File: src/rtl/fir8_pkg.sv
// Shared widths and the tap-weight array type for the 8-tap FIR filter.
package fir8_pkg;

    localparam int unsigned NUM_TAPS = 8;
    localparam int unsigned WGT_W    = 10;
    localparam int unsigned PROD_W   = 18;
    localparam int unsigned ACC_W    = 21;

    typedef logic signed [WGT_W-1:0] wgt_t;
    typedef wgt_t wgt_arr_t [NUM_TAPS];

endpackage

File: src/rtl/fir8_filter_if.sv
// Pixel stream interface: input side (i_*) and output side (o_*) handshakes.
interface fir8_filter_if #(
    parameter int unsigned PIX_W = 8
);

    logic             i_valid;
    logic             o_ready;
    logic             i_sol;
    logic [PIX_W-1:0] i_pixel;
    logic             o_valid;
    logic             i_ready;
    logic             o_sol;
    logic [PIX_W-1:0] o_pixel;

    // Filter side
    modport slave (
        input  i_valid, i_sol, i_pixel, i_ready,
        output o_ready, o_valid, o_sol, o_pixel
    );

    // Source/sink side
    modport master (
        output i_valid, i_sol, i_pixel, i_ready,
        input  o_ready, o_valid, o_sol, o_pixel
    );

endinterface

File: src/rtl/fir8_round_sat.sv
// Rounds, arithmetically shifts and clamps the accumulated sum to a pixel.
module fir8_round_sat
    import fir8_pkg::*;
#(
    parameter int unsigned SHIFT = 8,
    parameter int unsigned PIX_W = 8
) (
    input  logic signed [ACC_W-1:0] sum,
    output logic [PIX_W-1:0]        pix,
    output logic                    clamp
);

    // One extra bit so the rounding add cannot overflow.
    localparam int unsigned EXT_W = ACC_W + 1;
    localparam logic signed [EXT_W-1:0] MAX_V = EXT_W'((64'd1 << PIX_W) - 64'd1);

    logic signed [EXT_W-1:0] ext;
    logic signed [EXT_W-1:0] rnd;
    logic signed [EXT_W-1:0] res;

    assign ext = EXT_W'(sum);

    // Half-LSB rounding term, absent when no shift is applied
    if (SHIFT > 0) begin : g_rnd
        localparam logic signed [EXT_W-1:0] HALF = EXT_W'(1) << (SHIFT - 1);
        assign rnd = ext + HALF;
    end else begin : g_nornd
        assign rnd = ext;
    end

    assign res = rnd >>> SHIFT;

    // Clamp to the unsigned pixel range
    always_comb begin
        pix   = PIX_W'(res);
        clamp = 1'b0;
        if (res < 0) begin
            pix   = '0;
            clamp = 1'b1;
        end else if (res > MAX_V) begin
            pix   = '1;
            clamp = 1'b1;
        end
    end

endmodule

File: src/rtl/fir8_filter.sv
// 8-tap line FIR with per-line shadow weights and left-edge replication.
// Three stages: window+products, adder tree, round/saturate. A stalled
// output freezes the whole pipeline.
// Optional macro FIR8_SAT_CNT_EN adds the o_sat_cnt clamp counter.
module fir8_filter
    import fir8_pkg::*;
#(
    parameter int unsigned SHIFT = 8,
    parameter int unsigned PIX_W = 8
) (
    input  logic             clk,
    input  logic             rst,
    input  wgt_t             i_weight0,
    input  wgt_t             i_weight1,
    input  wgt_t             i_weight2,
    input  wgt_t             i_weight3,
    input  wgt_t             i_weight4,
    input  wgt_t             i_weight5,
    input  wgt_t             i_weight6,
    input  wgt_t             i_weight7,
    fir8_filter_if.slave     s_if
`ifdef FIR8_SAT_CNT_EN
    ,
    output logic [15:0]      o_sat_cnt
`endif
);

    logic stall;
    logic accept;

    wgt_arr_t wgt_in;
    wgt_arr_t wgt_q;
    wgt_arr_t wgt_d;

    logic [PIX_W-1:0]        win_q  [NUM_TAPS];
    logic [PIX_W-1:0]        win_d  [NUM_TAPS];
    logic signed [PROD_W-1:0] prod_d [NUM_TAPS];
    logic signed [PROD_W-1:0] prod_q [NUM_TAPS];

    logic                    s1_valid;
    logic                    s1_sol;
    logic                    s2_valid;
    logic                    s2_sol;
    logic signed [ACC_W-1:0] sum_d;
    logic signed [ACC_W-1:0] s2_sum;

    logic [PIX_W-1:0]        rs_pix;
    logic                    rs_clamp;

    assign wgt_in[0] = i_weight0;
    assign wgt_in[1] = i_weight1;
    assign wgt_in[2] = i_weight2;
    assign wgt_in[3] = i_weight3;
    assign wgt_in[4] = i_weight4;
    assign wgt_in[5] = i_weight5;
    assign wgt_in[6] = i_weight6;
    assign wgt_in[7] = i_weight7;

    assign stall       = s_if.o_valid && !s_if.i_ready;
    assign s_if.o_ready = !stall;
    assign accept      = s_if.i_valid && !stall;

    // Next window and shadow weights; a start-of-line replicates the pixel
    always_comb begin
        win_d = win_q;
        wgt_d = wgt_q;
        if (accept) begin
            if (s_if.i_sol) begin
                for (int unsigned k = 0; k < NUM_TAPS; k++) begin
                    win_d[k] = s_if.i_pixel;
                end
                wgt_d = wgt_in;
            end else begin
                win_d[0] = s_if.i_pixel;
                for (int unsigned k = 1; k < NUM_TAPS; k++) begin
                    win_d[k] = win_q[k-1];
                end
            end
        end
    end

    // Signed products of the zero-extended pixels and the weights
    always_comb begin
        for (int unsigned k = 0; k < NUM_TAPS; k++) begin
            prod_d[k] = $signed({{(PROD_W-PIX_W){1'b0}}, win_d[k]}) * PROD_W'(wgt_d[k]);
        end
    end

    // Full-width adder tree over the registered products
    always_comb begin
        sum_d = '0;
        for (int unsigned k = 0; k < NUM_TAPS; k++) begin
            sum_d = sum_d + ACC_W'(prod_q[k]);
        end
    end

    // S1: window, shadow weights and products
    always_ff @(posedge clk) begin
        if (rst) begin
            s1_valid <= 1'b0;
            s1_sol   <= 1'b0;
            for (int unsigned k = 0; k < NUM_TAPS; k++) begin
                win_q[k]  <= '0;
                wgt_q[k]  <= '0;
                prod_q[k] <= '0;
            end
        end else if (!stall) begin
            s1_valid <= accept;
            s1_sol   <= accept && s_if.i_sol;
            win_q    <= win_d;
            wgt_q    <= wgt_d;
            prod_q   <= prod_d;
        end
    end

    // S2: accumulated sum
    always_ff @(posedge clk) begin
        if (rst) begin
            s2_valid <= 1'b0;
            s2_sol   <= 1'b0;
            s2_sum   <= '0;
        end else if (!stall) begin
            s2_valid <= s1_valid;
            s2_sol   <= s1_sol;
            s2_sum   <= sum_d;
        end
    end

    fir8_round_sat #(
        .SHIFT (SHIFT),
        .PIX_W (PIX_W)
    ) u_round_sat (
        .sum   (s2_sum),
        .pix   (rs_pix),
        .clamp (rs_clamp)
    );

`ifdef FIR8_SAT_CNT_EN
    logic out_clamp;
`else
    logic unused_clamp;
    assign unused_clamp = rs_clamp;
`endif

    // S3: output register, loaded only with valid results
    always_ff @(posedge clk) begin
        if (rst) begin
            s_if.o_valid <= 1'b0;
            s_if.o_sol   <= 1'b0;
            s_if.o_pixel <= '0;
`ifdef FIR8_SAT_CNT_EN
            out_clamp    <= 1'b0;
`endif
        end else if (!stall) begin
            s_if.o_valid <= s2_valid;
            s_if.o_sol   <= s2_sol;
            if (s2_valid) begin
                s_if.o_pixel <= rs_pix;
`ifdef FIR8_SAT_CNT_EN
                out_clamp    <= rs_clamp;
`endif
            end
        end
    end

`ifdef FIR8_SAT_CNT_EN
    // Sticky count of clamped pixels handed downstream
    always_ff @(posedge clk) begin
        if (rst) begin
            o_sat_cnt <= '0;
        end else if (s_if.o_valid && s_if.i_ready && out_clamp && (o_sat_cnt != 16'hFFFF)) begin
            o_sat_cnt <= o_sat_cnt + 16'd1;
        end
    end
`endif

endmodule

File: src/flat_wrapper.sv
// flat-port wrapper written by rule: the top's interface ports become plain ports
module fir8_filter_flat import fir8_pkg::*;
#(
    parameter int unsigned SHIFT = 8,
    parameter int unsigned PIX_W = 8
)
  (clk, rst, i_weight0, i_weight1, i_weight2, i_weight3, i_weight4, i_weight5, i_weight6, i_weight7, s_if_i_valid, s_if_i_sol, s_if_i_pixel, s_if_i_ready, s_if_o_ready, s_if_o_valid, s_if_o_sol, s_if_o_pixel);
  fir8_filter_if #(.PIX_W(PIX_W)) s_if_i ();
  input  logic clk;
  input  logic rst;
  input  wgt_t i_weight0;
  input  wgt_t i_weight1;
  input  wgt_t i_weight2;
  input  wgt_t i_weight3;
  input  wgt_t i_weight4;
  input  wgt_t i_weight5;
  input  wgt_t i_weight6;
  input  wgt_t i_weight7;
  input wire logic [$bits(s_if_i.i_valid)-1:0] s_if_i_valid;
  input wire logic [$bits(s_if_i.i_sol)-1:0] s_if_i_sol;
  input wire logic [$bits(s_if_i.i_pixel)-1:0] s_if_i_pixel;
  input wire logic [$bits(s_if_i.i_ready)-1:0] s_if_i_ready;
  output wire logic [$bits(s_if_i.o_ready)-1:0] s_if_o_ready;
  output wire logic [$bits(s_if_i.o_valid)-1:0] s_if_o_valid;
  output wire logic [$bits(s_if_i.o_sol)-1:0] s_if_o_sol;
  output wire logic [$bits(s_if_i.o_pixel)-1:0] s_if_o_pixel;
  assign s_if_i.i_valid = s_if_i_valid;
  assign s_if_i.i_sol = s_if_i_sol;
  assign s_if_i.i_pixel = s_if_i_pixel;
  assign s_if_i.i_ready = s_if_i_ready;
  assign s_if_o_ready = s_if_i.o_ready;
  assign s_if_o_valid = s_if_i.o_valid;
  assign s_if_o_sol = s_if_i.o_sol;
  assign s_if_o_pixel = s_if_i.o_pixel;
  fir8_filter #(.SHIFT(SHIFT), .PIX_W(PIX_W)) u_core (.clk(clk), .rst(rst), .i_weight0(i_weight0), .i_weight1(i_weight1), .i_weight2(i_weight2), .i_weight3(i_weight3), .i_weight4(i_weight4), .i_weight5(i_weight5), .i_weight6(i_weight6), .i_weight7(i_weight7), .s_if(s_if_i));
endmodule
File: config.mk
export PLATFORM = sky130hd
export DESIGN_NAME = fir8_filter_flat
export DESIGN_NICKNAME = d
export VERILOG_FILES = /design/src/rtl/fir8_pkg.sv /design/src/rtl/fir8_filter_if.sv /design/src/rtl/fir8_round_sat.sv /design/src/rtl/fir8_filter.sv /design/src/flat_wrapper.sv
export SDC_FILE = /design/constraint.sdc
export NUM_CORES = 2
export LEC_CHECK = 0
export CAP_MARGIN = 20
export CORE_UTILIZATION = 55
export CTS_CLUSTER_SIZE = 25
export DETAILED_ROUTE_END_ITERATION = 8
export PLACE_DENSITY_LB_ADDON = 0.25
export SLEW_MARGIN = 20
export SYNTH_ARGS = -nofsm -noshare
export SYNTH_HDL_FRONTEND = slang
export SYNTH_SLANG_ARGS = --single-unit
File: constraint.sdc
create_clock -name clk -period 8.1 [get_ports clk]
set_clock_uncertainty 0.05 [all_clocks]
set_input_delay 1.62 -clock clk [delete_from_list [all_inputs] [get_ports clk]]
set_output_delay 1.62 -clock clk [all_outputs]
set_load 0.005 [all_outputs]
# After elaboration in Yosys (flattened, before gate mapping)
# Index checks and enable logic that the tools add are counted.
dict set report totals {
  register_bits 323
  in_bits 93
  output_inout_bits 11
  word_cells 63
}
dict set report op_classes {
  n_mul 8
  mux 6
  bitwise_logic 1
  n_lt_le_gt_ge 2
  n_addsub 8
  reduce_logical 6
}
# operator count
set ops {}
lappend ops {{$mux 80} 2}
lappend ops {{$mul 9x10->18} 8}
lappend ops {{$add 21x18->21} 5}
lappend ops {{$mux 64} 1}
lappend ops {{$mux 56} 1}
lappend ops {{$add 21x9->22 const B} 1}
lappend ops {{$add 19x18->20} 1}
lappend ops {{$add 18x18->19} 1}
lappend ops {{$mux 8} 2}
lappend ops {{$gt 14x9->1 const B} 1}
lappend ops {{$lt 14x1->1 const B} 1}
lappend ops {{$logic_and 1x1->1} 3}
lappend ops {{$logic_not 1->1} 2}
lappend ops {{$reduce_and 2->1} 1}
lappend ops {{$not 1->1} 1}

# Logic depth before layout (Yosys ltp)
dict set report logic_depth {
  ltp_word 7
  ltp_mapped 28
  ltp_nobuf 27
}

# Cells and area by module
# From an unflattened synthesis, not the netlist that was laid out.
dict set report hier_totals {
  cells_unflattened 4672
  hier_area_um2 39629.3
}
# mod n_inst seq_area_each_um2 area_per_inst_um2 cells_per_inst
set by_module_without_submodules {}
lappend by_module_without_submodules {fir8_filter 1 6466.2 39243.9 4616}
lappend by_module_without_submodules {fir8_round_sat 1 0.0 385.4 56}

# Worst setup path before layout
# OpenSTA, ideal clock, no wires.
dict set report synth_timing {
  path_type {input-to-reg}
  start {input s_if_i_ready}
  end {register u_core.prod_q[89] (netlist name)}
  stages 25
  arrival_time_ps 6857
  slack_ps 1069
  t_required_ps 7925
  n_path_buf 4
  setup_time_ps 125
  cell_sequence {nor2b_1 > buf_2 > inv_4 > and2_1 > buf_2 > buf_2 > buf_2 > nor2_1 > a21o_1 > or2_2 > fa_1 > inv_1 > fa_1 > inv_1 > fa_1 > inv_1 > fa_1 > ha_1 > or4_1 > a21oi_1 > o31ai_1 > a2111oi_0 > nor2_1 > xnor2_1 > o21ai_1}
}
dict set report synth_via {
  elab_chain_len 6
  elab_cells_between_ends 7
  cone_classes {mul: 1; mux: 2; reduce/logical: 4}
}
# item line
set synth_lines {}
lappend synth_lines {{start, declared} flat_wrapper.sv:22} ;# input wire logic [$bits(s_if_i.i_ready)-1:0] s_if_i_ready;
lappend synth_lines {{$logic_not 1->1 *} fir8_filter.sv:59} ;# assign stall = s_if.o_valid && !s_if.i_ready;
lappend synth_lines {{$logic_and 1x1->1 *} fir8_filter.sv:59}
lappend synth_lines {{$logic_not 1->1} fir8_filter.sv:61} ;# assign accept = s_if.i_valid && !stall;
lappend synth_lines {{$logic_and 1x1->1} fir8_filter.sv:61}
lappend synth_lines {{$mux 64 / $mux 80 (equally long branches)} fir8_filter.sv:67} ;# if (accept) begin
lappend synth_lines {{$mul 9x10->18} fir8_filter.sv:85} ;# prod_d[k] = $signed({{(PROD_W-PIX_W){1'b0}}, win_d[k]}) * PROD_W'(wgt_d[k]);
lappend synth_lines {{end signal, assigned} fir8_filter.sv:112} ;# prod_q <= prod_d;
lappend synth_lines {{end, declared} fir8_filter.sv:38} ;# logic signed [PROD_W-1:0] prod_q [NUM_TAPS];
# Mark *: on every way between the ends. The rest lies on a longest branch, timed or not.
# A chain may end at the register's enable or synchronous reset.

# Final worst setup path
# Ends and elaborated chain as after synthesis.

==> summary.md <==
The flow ran to the end, and the final reports show no timing, DRC or antenna violations. The residual antenna-violating net count after detailed routing is 0, and the top-level I/O count is 104. Across all setup checks in the final design, the least slack found is 0.772 ns.

Timing analysis after detailed placement gives a worst setup slack of 0.271 ns. The run gives 0 as the count of unresolved DRC violations after routing. The logs give 0.0709 mm² for the die area and 31.5% for the relative slew slack. The effective utilization at floorplan is 55.8%, and the routability-driven placement congestion ratio is 0.917. The die is 266 µm wide. The net count of the finished layout is 5631.

For this run, the detailed router's first-pass iteration total came to 5. The wire-length estimate of the detail-placed layout is 77000 µm. In this run, synthesis produced a sequential element count of 316. The startpoint type of the worst setup path is an input port.

For this design the ratio of total power to cell area is 344 mW/mm². The run gives 30720 as the number of global-route vias before repair. The routed layout has 29833 vias. The worst-margin pin slew works out to 1.02 ns. For the sequential-to-total area share from yosys stat, the log shows 16.5%. The root buffer cell chosen for the clock tree is sky130_fd_sc_hd__clkbuf_16. The logs give 2 for the CTS H-tree depth and 96200 µm for the total wire length.

STA classifies the critical path endpoint as a flip-flop. After clock tree synthesis, the clock-pin slew on the worst setup and hold paths is 0.06 ns. Once layout is complete, the utilization of the core stands at 61.8%. Fill cells in the final layout number 5994. The global-route wire length before repair was 159000 µm; the vertical die dimension was 266 µm. The ratio of cells with drive above 1 in the final layout works out to 7.43%. The core region is 0.0688 mm². Post-synthesis async set-or-reset flop share: 0%.

The tools report the post-CTS setup-driven buffer insertion count as 0. Data on the critical path arrives at its endpoint at 7.70 ns. The clock period minus worst slack is 7.33 ns. Entering global routing, the biggest net connects 143 pins.

Synthesis instantiated 73 different standard cells from the library. The hold-critical path depth is 2. The clock passes through at most 3 buffers.

The static power due to leakage came out at 21.3 nW. Setup violations remaining at the end of the flow were counted as 0. The run gives 0 as the number of hold-repair buffers added at the cts stage. For the number of pins with negative max-slew slack in the final report, the log shows 0. The post-route fraction of the period consumed by the critical path was 90.5%; the number of flops mapped to enable cells by yosys was 0.

The tools report the setup TNS as 0 ns. Among all flip-flop cells after synthesis, the most frequent one is sky130_fd_sc_hd__dfxtp_1. The worst hold path class was flip-flop to flip-flop. The worst voltage drop across the vdd grid is 0.816 mV, and the highest achievable clock rate is 136 MHz. The clock reaches the later pin of the worst-skew pair after 0.59 ns. Average instance area after synthesis: 8.56 µm². The worst hold slack after final layout is 0.401 ns. In the final routed layout, each cell accounts on average for 17.2 µm. The run gives 0.0146 W as the total power consumption of the routed design. The floorplan has 96 rows. Via density per instance: 5.35. Number of antenna violations at the first check in global routing: 3.

Count of clock tree sinks: 316. TritonCTS built the clock tree. The first routing iteration left 2001 violations. The hold violation total from the final report was 0; the number of nets in the synthesized netlist was 5506. Post-CTS repair changed the size of 0 cells. Counting the buffers created by CTS gives 41. The run gives 0 as the count of maximum capacitance violations. The overall fraction of global-route tracks in use is 28.5%.

The critical path is of the input port to flip-flop type. In this run the cell area of the synthesized design comes to 0.0384 mm². For this run the aggregate overflow at the end of global routing stands at 0. The count of input and output buffers was 103. The path depth of the worst reg2reg path works out to 26. Compared with the post-synthesis result, the final layout area differs by 10.6%. Synthesis produced a netlist whose cell count is 4490. The required time of the critical path was 8.48 ns; the maximum fanout along the worst path was 25. Setup repair after global routing left no endpoint under its margin.

Total of warnings raised by yosys: 0.
final timing paths:
path | to | startpoint | slack [ns]
worst max-delay path | u_core.prod_q[89]$_SDFFE_PP0N_ | s_if_i_ready | 0.77
worst min-delay path | u_core.prod_q[73]$_SDFFE_PP0N_ | u_core.prod_q[73]$_SDFFE_PP0N_ | 0.40
worst max register to register | u_core.s2_sum[19]$_SDFFE_PP0N_ | u_core.prod_q[91]$_SDFFE_PP0N_ | 1.01
worst min register to register | u_core.prod_q[73]$_SDFFE_PP0N_ | u_core.prod_q[73]$_SDFFE_PP0N_ | 0.40
cell type report:
type | count | area [µm²] | area share (%)
sequential | 316 | 6330 | 14.9
timing repair buffer | 245 | 2170 | 5.11
tap | 931 | 1160 | 2.74
clock inverter | 18 | 214 | 0.503
clock buffer | 55 | 1190 | 2.80
antenna | 1 | 2.50 | 0.00589
inverter | 838 | 3150 | 7.41
multi-input combinational | 3173 | 28300 | 66.5
registers in the layout (all words and copies together), names as in the netlist:
register             flops
u_core.s2_sol            1
u_core.wgt_q            80
u_core.s2_valid          1
u_core.s1_sol            1
u_core.win_q            64
u_core.s2_sum           14
u_core.s1_valid          1
u_core.s_if.o_sol        1
u_core.s_if.o_valid      1
u_core.prod_q          144
u_core.s_if.o_pixel      8
synth_stat cells (72+ instances only):
library cell | count | area, µm²
sky130_fd_sc_hd__inv_1 | 837 | 3140
sky130_fd_sc_hd__a21oi_1 | 248 | 1240
sky130_fd_sc_hd__nand2_1 | 487 | 1830
sky130_fd_sc_hd__or2_2 | 72 | 450
sky130_fd_sc_hd__mux2i_1 | 89 | 891
sky130_fd_sc_hd__clkbuf_1 | 107 | 402
sky130_fd_sc_hd__dfxtp_1 | 316 | 6330
sky130_fd_sc_hd__ha_1 | 317 | 3970
sky130_fd_sc_hd__xnor2_1 | 99 | 867
sky130_fd_sc_hd__nor2_1 | 560 | 2100
sky130_fd_sc_hd__fa_1 | 606 | 12100
sky130_fd_sc_hd__o21ai_0 | 192 | 961
metal layers:
| metal | up-vias | share of wire (%) | wire, µm | global-route usage (%) |
|---|---|---|---|---|
| met5 | - | 0.017 | 16 | 0 |
| met4 | 2 | 3.3 | 3170 | 9.47 |
| met3 | 162 | 6.1 | 5900 | 4.38 |
| met2 | 755 | 48 | 46100 | 47.9 |
| met1 | 14724 | 43 | 41000 | 37.6 |
| li1 | 14190 | - | - | - |
cell usage in the layout, fill, tap and decap left out, types with 72 or more instances in the layout:
| cell | count |
|---|---|
| sky130_fd_sc_hd__mux2i_1 | 89 |
| sky130_fd_sc_hd__or2_2 | 72 |
| sky130_fd_sc_hd__inv_1 | 836 |
| sky130_fd_sc_hd__o21ai_0 | 191 |
| sky130_fd_sc_hd__dfxtp_1 | 316 |
| sky130_fd_sc_hd__clkdlybuf4s50_1 | 102 |
| sky130_fd_sc_hd__a21oi_1 | 248 |
| sky130_fd_sc_hd__buf_4 | 136 |
| sky130_fd_sc_hd__fa_1 | 606 |
| sky130_fd_sc_hd__nor2_1 | 559 |
| sky130_fd_sc_hd__nand2_1 | 486 |
| sky130_fd_sc_hd__ha_1 | 317 |
| sky130_fd_sc_hd__xnor2_1 | 99 |
metrics by stage:
stage	std cells	cell area [µm²]
3_3_place_gp	5503	41100
2_1_floorplan	4490	38400
6_report	5577	42500
4_1_cts	5576	42500
5_1_grt	5577	42500
3_5_place_dp	5503	41100
where the power goes:
group | leakage [nW] | total (W) | internal [W] | switching, W
clock network | 0.680 | 0.00193 | 0.00116 | 0.000773
logic | 18.0 | 0.0104 | 0.00430 | 0.00614
registers | 2.60 | 0.00224 | 0.00191 | 0.000324
worst max-delay path, cell delays in order:
cell	delay, ns
sky130_fd_sc_hd__clkdlybuf4s50_1	0.45
sky130_fd_sc_hd__nor2b_4	0.19
sky130_fd_sc_hd__inv_4	0.08
sky130_fd_sc_hd__and2_4	0.20
sky130_fd_sc_hd__nand2_8	0.31
sky130_fd_sc_hd__mux2i_1	0.62
sky130_fd_sc_hd__or2_2	0.23
sky130_fd_sc_hd__fa_1	0.45
sky130_fd_sc_hd__fa_1	0.54
sky130_fd_sc_hd__inv_1	0.05
sky130_fd_sc_hd__fa_1	0.49
sky130_fd_sc_hd__fa_1	0.43
sky130_fd_sc_hd__ha_1	0.34
sky130_fd_sc_hd__or4_1	0.54
sky130_fd_sc_hd__o21ai_0	0.14
sky130_fd_sc_hd__o31ai_1	0.19
sky130_fd_sc_hd__a2111oi_0	0.46
sky130_fd_sc_hd__nor2_1	0.10
sky130_fd_sc_hd__xnor2_1	0.16
sky130_fd_sc_hd__o21ai_1	0.07
logic make-up (layout without fill, tap and decap cells):
kind of cell,Yosys count,after routing,share of synthesized area (%)
simple gates,1335,1335,14.9
buf+inv,1001,1156,10.0
fa+ha+maj,923,923,41.9
compound gates,630,630,9.63
flops,316,316,16.5
xor+xnor,150,150,3.42
mux,135,135,3.71
other cells,0,1,0
(Power assumes the default switching activity.)
